`src/rtl/polyphase_coeff_loader.sv`:
```
// polyphase_coeff_loader: coefficient bank and reload sequencer in front of the polyphase filter
module polyphase_coeff_loader #(
  parameter int NUMBER_TAPS       = 32,
  parameter int COEFFICIENT_WIDTH = 16,
  parameter int DATA_IN_WIDTH     = 16,
  parameter int RESET_CYCLES      = 4
) (
  input  logic                             aclk,
  input  logic                             aresetn,
  input  logic                             cfg_wr_en,
  input  logic [$clog2(NUMBER_TAPS)-1:0]   cfg_wr_addr,
  input  logic [COEFFICIENT_WIDTH-1:0]     cfg_wr_data,
  output logic                             cfg_wr_err,
  input  logic                             reload_req,
  output logic                             busy,
  output logic                             load_done,
  output logic                             loaded,
  input  logic [DATA_IN_WIDTH-1:0]         s_data_tdata,
  input  logic                             s_data_tvalid,
  input  logic                             s_data_tlast,
  output logic                             s_data_tready,
  output logic [DATA_IN_WIDTH-1:0]         m_data_tdata,
  output logic                             m_data_tvalid,
  output logic                             m_data_tlast,
  input  logic                             m_data_tready,
  output logic                             filt_aresetn,
  output logic [COEFFICIENT_WIDTH-1:0]     coef_tdata,
  output logic                             coef_tvalid,
  output logic                             coef_tlast,
  input  logic                             coef_tready
);
  localparam int AW = $clog2(NUMBER_TAPS);
  localparam int CW = $clog2(RESET_CYCLES + 1);
  localparam logic [2:0] IDLE  = 3'd0;
  localparam logic [2:0] RUN   = 3'd1;
  localparam logic [2:0] DRAIN = 3'd2;
  localparam logic [2:0] HOLD  = 3'd3;
  localparam logic [2:0] LOAD  = 3'd4;

  logic [COEFFICIENT_WIDTH-1:0] bank [NUMBER_TAPS];
  logic [2:0]    state, state_nxt;
  logic [AW-1:0] addr, addr_inc;
  logic [CW-1:0] cnt;
  logic          in_frame, pass, s_hs, c_hs;

  always_comb begin
    busy      = (state == DRAIN) || (state == HOLD) || (state == LOAD);
    pass      = (state == RUN) || ((state == DRAIN) && in_frame);
    s_hs      = s_data_tvalid && s_data_tready;
    c_hs      = coef_tvalid && coef_tready;
    addr_inc  = addr + 1'b1;
    state_nxt = ((state == IDLE) || (state == RUN)) && reload_req ? DRAIN :
                (state == DRAIN) && !in_frame                     ? HOLD  :
                (state == HOLD) && (cnt == '0)                    ? LOAD  :
                (state == LOAD) && c_hs && coef_tlast             ? RUN   : state;
  end

  assign m_data_tdata  = s_data_tdata;
  assign m_data_tlast  = s_data_tlast;
  assign m_data_tvalid = s_data_tvalid && pass;
  assign s_data_tready = m_data_tready && pass;

  // Bank survives reset; writes are refused while a load sequence owns it
  always_ff @(posedge aclk)
    if (cfg_wr_en && !busy) bank[cfg_wr_addr] <= cfg_wr_data;

  always_ff @(posedge aclk) begin
    if (!aresetn) begin
      state        <= IDLE;
      in_frame     <= 1'b0;
      addr         <= '0;
      cnt          <= '0;
      coef_tvalid  <= 1'b0;
      coef_tlast   <= 1'b0;
      coef_tdata   <= '0;
      load_done    <= 1'b0;
      loaded       <= 1'b0;
      cfg_wr_err   <= 1'b0;
      filt_aresetn <= 1'b0;
    end else begin
      state        <= state_nxt;
      filt_aresetn <= state_nxt != HOLD;
      cfg_wr_err   <= cfg_wr_en && busy;
      load_done    <= (state == LOAD) && c_hs && coef_tlast;
      if (s_hs) in_frame <= !s_data_tlast;
      if ((state == DRAIN) && !in_frame) cnt <= CW'(RESET_CYCLES - 1);
      else if ((state == HOLD) && (cnt != '0)) cnt <= cnt - 1'b1;
      // First word is presented on the HOLD->LOAD edge, so tvalid is up on LOAD entry
      if ((state == HOLD) && (cnt == '0)) begin
        addr        <= '0;
        coef_tvalid <= 1'b1;
        coef_tdata  <= bank[0];
        coef_tlast  <= 1'b0;
      end else if (c_hs) begin
        addr <= addr_inc;
        if (coef_tlast) begin
          coef_tvalid <= 1'b0;
          coef_tlast  <= 1'b0;
          loaded      <= 1'b1;
        end else begin
          coef_tdata <= bank[addr_inc];
          coef_tlast <= &addr_inc;
        end
      end
    end
  end
endmodule
```
`config.mk`:
```
export PLATFORM = sky130hd
export DESIGN_NAME = polyphase_coeff_loader
export DESIGN_NICKNAME = d
export VERILOG_FILES = /design/src/rtl/polyphase_coeff_loader.sv
export SDC_FILE = /design/constraint.sdc
export NUM_CORES = 1
export LEC_CHECK = 0
export BUFFER_PORTS_ARGS = -buffer_cell sky130_fd_sc_hd__buf_4
export CAP_MARGIN = 20
export CORE_MARGIN = 4
export CORE_UTILIZATION = 50
export CTS_BUF_LIST = sky130_fd_sc_hd__clkbuf_8
export DETAILED_ROUTE_END_ITERATION = 10
export PLACE_DENSITY = 0.75
export SLEW_MARGIN = 5
export SYNTH_ARGS = -nofsm -noshare
export SYNTH_HDL_FRONTEND = slang
export SYNTH_SLANG_ARGS = --single-unit
export TNS_END_PERCENT = 10
```
`constraint.sdc`:
```
create_clock -name aclk -period 3.45 [get_ports aclk]
set_clock_uncertainty 0.1 [all_clocks]
set_input_delay 0.69 -clock aclk [delete_from_list [all_inputs] [get_ports aclk]]
set_output_delay 0.69 -clock aclk [all_outputs]
set_load 0.005 [all_outputs]
```
==> flow_metrics.env, run 1 <==
export IMPL_whs_path_depth=2
export IMPL_p_seq_frac=0.572
export IMPL_setup_viol=0
export IMPL_drt_pass1_iterations=5
export IMPL_r2r_end="coef_tdata[12]"
export IMPL_synth_warnings=0
export IMPL_h_tree_depth=3
export IMPL_finalPower_mw=12.8
export IMPL_maxCapViolations=0
export IMPL_ant_nets=0
export IMPL_rrSetupSlack_ns=0.50
export IMPL_syn_area_per_cell_sq_um=20.7
export IMPL_drc=0
export IMPL_yosysUniqueCellTypes=46
export IMPL_fp_dieW_um=215
export IMPL_layout_cells_non_filler=1780
export IMPL_synth_top_area_frac=0.720
export IMPL_hold_viol_final=0
export IMPL_required_ns=3.94
export IMPL_synth_edf_count=512
export IMPL_synth_top_area_cell="edfxtp_1"
export IMPL_antenna_found_initial=2
export IMPL_hp_start="m_data_tready"
export IMPL_p_int_mw=10.1
export IMPL_syn_area_sq_mm=0.0213
export IMPL_drt_wl_total_um=48500
export IMPL_cp_start_kind="register"
export IMPL_vdd_ir_drop_max_v=0.000266
export IMPL_postCtsSetupBuffers=0
export IMPL_root_buffer="clkbuf_8"
export IMPL_routed_via_count=10900
export IMPL_p_sw_frac=0.213
export IMPL_cp_max_fo=8
export IMPL_dp_cells=1622
export IMPL_grt_overflow_total=0
export IMPL_status="finished, final reports clean"
export IMPL_grt_pass1_wl_um=71900
export IMPL_drive_gt1_frac=0.312
export IMPL_relSlewSlack=0.417
export IMPL_drv_slew=0
export IMPL_ctsHoldBuffers=0
export IMPL_cts_reportedPaths_clkPinSlew_ns=0.06
export IMPL_ys_ff_latch=546
export IMPL_ys_flop_type="edfxtp_1"
export IMPL_clk_path_buf_depth=3
export IMPL_tritoncts="yes"
export IMPL_synthCells=1029
export IMPL_end_kind="register"
export IMPL_switchingPower_mw=2.72
export IMPL_hold_path_class="input port to register"
export IMPL_dieArea_sq_mm=0.0461
export IMPL_placed_area_sq_mm=0.0227
export IMPL_fin_area_sq_mm=0.0243
export IMPL_synthArstFlopShare=0
export IMPL_clock_latency_ns=0.66
export IMPL_grt_pass1_vias=11100
export IMPL_min_to="in_frame"
export IMPL_critPathArrivalTime_ns=3.44
export IMPL_reg2regPathDepth=7
export IMPL_start_util=0.508
export IMPL_powerDensity_mw_per_mm2=525
export IMPL_yosysSeqAreaShare=0.752
export IMPL_finalSetupTns_ns=0
export IMPL_drtIter0Drc=1343
export IMPL_fin_crit_sh=0.854
export IMPL_num_io_pins=87
export IMPL_rsz0062_at_grt="false"
export IMPL_dp_hpwl_um=29800
export IMPL_fin_crit_ns=2.95
export IMPL_grt_max_degree=66
export IMPL_fmax_ghz=0.339
export IMPL_core_sq_mm=0.0420
export IMPL_io_buffers=54
export IMPL_wl_per_cell_um=27.2
export IMPL_cts_resized=0
export IMPL_comb_power_share=0.030
export IMPL_critical_path_class="register to register"
export IMPL_p_clk_frac=0.397
export IMPL_p_leak_nw=7.97
export IMPL_num_rows=75
export IMPL_cts_buffers=85
export IMPL_die_y_um=215
export IMPL_tightest_slew_ns=0.873
export IMPL_area_growth_syn_to_layout_pct=14.0
export IMPL_gp_congestion=0.847
export IMPL_r2r_start="addr[1]"
export IMPL_syn_num_nets=1078
export IMPL_synth_area_leaders="edfxtp_1 72%, mux4_2 15%, dfxtp_1 3.2%, mux2i_1 1.5%, buf_4 0.95%"
export IMPL_vias_per_cell=6.10
export IMPL_grt_usage=0.212
export IMPL_nNetsFinal=1219
export IMPL_cts_sinks=546
==> worst max path at each step <==
stage                           to     from  slack, ns
floorplan           coef_tdata[15]  addr[0]       0.41
global placement     coef_tdata[3]  addr[1]       0.52
detailed placement  coef_tdata[12]  addr[0]       0.53
CTS                  coef_tdata[6]  addr[0]       0.50
global route        coef_tdata[12]  addr[1]       0.36
finish              coef_tdata[12]  addr[1]       0.50
==> power groups by stage <==
stage | clock, mW | combinational [mW] | sequential [mW]
floorplan | 0 | 0.198 | 7.44
global placement | 0 | 0.376 | 7.45
detailed placement | 0 | 0.390 | 7.45
CTS | 5.17 | 0.391 | 7.31
global route | 5.51 | 0.419 | 7.31
finish | 5.08 | 0.389 | 7.31
==> critical path, cell delays in order (launching register included) <==
cell      delay (ns)
dfxtp_1         0.50
ha_1            0.58
nand2_1         0.15
o21ai_0         0.27
nand3b_1        0.41
buf_4           0.33
o32ai_1         0.36
a211o_1         0.17
==> per-stage QoR <==
step	hold slack [ns]	util	setup slack (ns)
floorplan	0.364	-	0.407
global placement	0.358	0.540	0.517
detailed placement	0.370	0.541	0.533
CTS	0.112	0.579	0.503
global route	0.115	0.579	0.357
finish	0.150	0.579	0.503
==> metal layers <==
metal / share of wire / global-route usage
met1: 0.38 / 0.287
met2: 0.48 / 0.330
met3: 0.11 / 0.0625
met4: 0.036 / 0.0819
met5: 0.00043 / 0
==> cell usage in the layout (no fill, tap or decap), types with 2 or more instances in the layout <==
| cell type | synthesis | final |
|---|---|---|
| nand2b_1 | 6 | 6 |
| nor3_1 | 2 | 2 |
| o32ai_1 | 15 | 15 |
| nand2_1 | 40 | 40 |
| diode_2 | 0 | 3 |
| ha_1 | 4 | 3 |
| clkinv_2 | 0 | 11 |
| inv_1 | 6 | 40 |
| bufinv_16 | 0 | 2 |
| and3_1 | 3 | 3 |
| or3_1 | 3 | 3 |
| nor2b_1 | 5 | 5 |
| buf_12 | 0 | 10 |
| dfxtp_1 | 34 | 33 |
| clkbuf_8 | 0 | 93 |
| mux2i_1 | 32 | 32 |
| nand3b_1 | 3 | 3 |
| and2_1 | 3 | 3 |
| a311oi_1 | 2 | 2 |
| xor2_1 | 2 | 2 |
| o21ai_0 | 5 | 5 |
| mux4_2 | 143 | 143 |
| a21oi_1 | 28 | 28 |
| o221ai_1 | 2 | 2 |
| clkinv_1 | 0 | 11 |
| buf_4 | 27 | 114 |
| nand3_1 | 22 | 22 |
| edfxtp_1 | 512 | 512 |
| clkinvlp_4 | 0 | 3 |
| a211o_1 | 16 | 16 |
| nor2_1 | 49 | 49 |
| xnor2_1 | 5 | 4 |
==> layout make-up <==
class                           count  area (sq um)
Inverter                            6          22.5
Antenna cell                        3          7.51
Clock buffer                       93          1280
Tap cell                          539           674
Clock inverter                     62           315
Timing Repair Buffer              124          1060
Sequential cell                   546         16100
Fill cell                        2988         17700
Multi-Input combinational cell    407          4920
==> state kept, by name, indices dropped and copies added (netlist names), 3 cells and up <==
register and cells:
state 3, addr 5, bank 512, coef_tdata 16, cnt 3
==> cells in the mapped netlist, types with 2 or more instances <==
| cell type | n |
|---|---|
| nor3_1 | 2 |
| o221ai_1 | 2 |
| a311oi_1 | 2 |
| and3_1 | 3 |
| mux2i_1 | 32 |
| mux4_2 | 143 |
| dfxtp_1 | 34 |
| nand3b_1 | 3 |
| buf_4 | 27 |
| a21oi_1 | 28 |
| nor2_1 | 49 |
| inv_1 | 6 |
| clkbuf_1 | 18 |
| xor2_1 | 2 |
| ha_1 | 4 |
| nand2b_1 | 6 |
| or3_1 | 3 |
| o32ai_1 | 15 |
| nor2b_1 | 5 |
| nand2_1 | 40 |
| o21ai_0 | 5 |
| xnor2_1 | 5 |
| and2_1 | 3 |
| buf_2 | 18 |
| a211o_1 | 16 |
| nand3_1 | 22 |
| edfxtp_1 | 512 |
| buf_1 | 6 |
==> logic make-up after synthesis <==
group / synth area share
flops: 0.752
simple gates: 0.0304
compound gates: 0.0254
fa+ha+maj: 0.00234
xor+xnor: 0.00440
buf+inv: 0.0195
mux: 0.166
No activity file was read; power rests on OpenSTA's default activity.
==> inputs of run 2 (changes only) <==
Settings changed: CORE_ASPECT_RATIO from default to 1.1.
==> run 2 against run 1 <==
  * Sequential share of layout area grew 0.50 points
  * Flip-flop and latch count is the same
  * Non-clock buffer count shrank 10
  * Critical endpoint is now coef_tdata[7]
  * Maximum frequency grew 2.5%
  * Global-route usage shrank 0.78 points
  * Combinational power shrank 2%
  * Wire length shrank 4.6%
  * Critical path type unchanged
  * Via count shrank 1.5%
  * Die area is essentially flat
  * Highest routed layer unchanged
==> flow_metrics.env, run 2 (synthesis results as in run 1) <==
export IMPL_root_buffer="clkbuf_8"
export IMPL_drc=0
export IMPL_area_growth_syn_to_layout_pct=13.1
export IMPL_cp_start_kind="register"
export IMPL_grt_pass1_wl_um=69500
export IMPL_rsz0062_at_grt="false"
export IMPL_maxCapViolations=0
export IMPL_clk_path_buf_depth=3
export IMPL_p_leak_nw=7.81
export IMPL_vias_per_cell=5.96
export IMPL_crit_chain="inv_1 > ha_4 > buf_12 > mux4_2 > mux4_2 > a211o_1"
export IMPL_multi_input_area_sq_mm=0.00492
export IMPL_ctsHoldBuffers=0
export IMPL_drt_pass1_iterations=5
export IMPL_postCtsSetupBuffers=0
export IMPL_hold_ws_ns=0.205
export IMPL_cpPeakStageDelay_ns=0.63
export IMPL_whs_path_depth=2
export IMPL_die_y_um=225
export IMPL_grt_pass1_vias=10800
export IMPL_cts_sinks=546
export IMPL_layout_cells_non_filler=1795
export IMPL_fin_crit_sh=0.834
export IMPL_clock_latency_ns=0.62
export IMPL_drv_slew=0
export IMPL_cpMostUsedCell="mux4_2"
export IMPL_relSlewSlack=0.359
export IMPL_start_util=0.506
export IMPL_ant_nets=0
export IMPL_drive_gt1_frac=0.306
export IMPL_postLayoutCoreUtil=0.572
export IMPL_reg2regPathDepth=6
export IMPL_antenna_found_initial=5
export IMPL_nNetsFinal=1208
export IMPL_layout_common_cells="512 x edfxtp_1, 143 x mux4_2, 108 x buf_4"
export IMPL_finalSetupTns_ns=0
export IMPL_io_buffers=54
export IMPL_fin_area_sq_mm=0.0241
export IMPL_gp_congestion=0.849
export IMPL_dp_hpwl_um=27600
export IMPL_fillers=3039
export IMPL_dp_cells=1640
export IMPL_routed_via_count=10700
export IMPL_largest_reg_flops=512
export IMPL_seqCellArea_sq_mm=0.0161
export IMPL_critPathArrivalTime_ns=3.25
export IMPL_num_rows=79
export IMPL_drt_wl_total_um=46200
export IMPL_tightest_slew_ns=0.959
export IMPL_core_sq_mm=0.0422
export IMPL_fp_dieW_um=205
export IMPL_cpMaxStageDelayCell="ha_4"
export IMPL_grt_max_degree=65
export IMPL_cp_max_fo=37
export IMPL_tritoncts="yes"
export IMPL_dieArea_sq_mm=0.0461
export IMPL_drtIter0Drc=1265
export IMPL_final_common_cell="edfxtp_1"
export IMPL_top_register="bank"
export IMPL_placed_area_sq_mm=0.0226
export IMPL_finalPower_mw=12.5
export IMPL_num_io_pins=87
export IMPL_fmax_ghz=0.348
export IMPL_hold_viol_final=0
export IMPL_fin_crit_ns=2.88
export IMPL_dpl_worst_slack_ns=0.582
export IMPL_vdd_ir_drop_max_v=0.000297
export IMPL_critical_path_class="register to register"
export IMPL_reg_top3="bank (512), coef_tdata (16), addr (5)"
export IMPL_setup_viol=0
export IMPL_h_tree_depth=3
export IMPL_hold_path_class="input port to register"
export IMPL_fin_ws_ns=0.574
export IMPL_cts_reportedPaths_clkPinSlew_ns=0.06
export IMPL_status="finished, final reports clean"
export IMPL_powerDensity_mw_per_mm2=517
export IMPL_cts_resized=0
export IMPL_grt_overflow_total=0
export IMPL_grt_usage=0.204
export IMPL_end_kind="register"
export IMPL_wl_per_cell_um=25.8
export IMPL_cts_buffers=84
export IMPL_required_ns=3.83
-- run 2: changes by cell type in the layout (fill, tap and decap cells not counted), moves of 4 or more --
| cell | delta |
|---|---|
| inv_1 | -17 |
| clkinv_1 | +16 |
| clkinv_2 | +7 |
| buf_4 | -6 |
| clkbuf_8 | -6 |
| buf_12 | -4 |
-- run 2: layer usage --
metal	vias up	global-route usage	wire length, um
met2	528	0.320	22800
met3	85	0.0538	4470
met1	5552	0.285	17800
met5	-	0	34
li1	4523	-	-
met4	6	0.0676	1210
-- run 2: area by class of cell --
| cell class | instances | share of cell area |
|---|---|---|
| clock inverters | 66 | 0.0127 |
| clock buffers | 87 | 0.0496 |
| inverters | 6 | 0.000933 |
| well taps | 567 | 0.0294 |
| diodes | 2 | 0.000207 |
| repair buffers | 114 | 0.0385 |
| flip-flops and latches | 546 | 0.665 |
| multi-input cells | 407 | 0.204 |
-- run 2: report_power, final --
part	internal (mW)	leakage (nW)	switching (mW)
sequential	7.29	4.89	0.0228
combinational	0.143	2.08	0.239
clock	2.42	0.843	2.37
-- run 2: worst max-delay path: cells and delay by family (launching register included) --
family	cells	cell delay, ns
AO/OA/AOI/OAI	1	0.31
multiplexers	2	0.86
adder cells (fa/ha/maj)	1	0.63
buffers and inverters	2	0.42
flip-flops	1	0.39
-- run 2: worst paths after layout --
check	start	endpoint	slack [ns]
worst min register to register	loaded	loaded	0.40
worst min-delay path	s_data_tlast	in_frame	0.20
worst max register to register	addr[0]	coef_tdata[7]	0.57
worst max-delay path	addr[0]	coef_tdata[7]	0.57
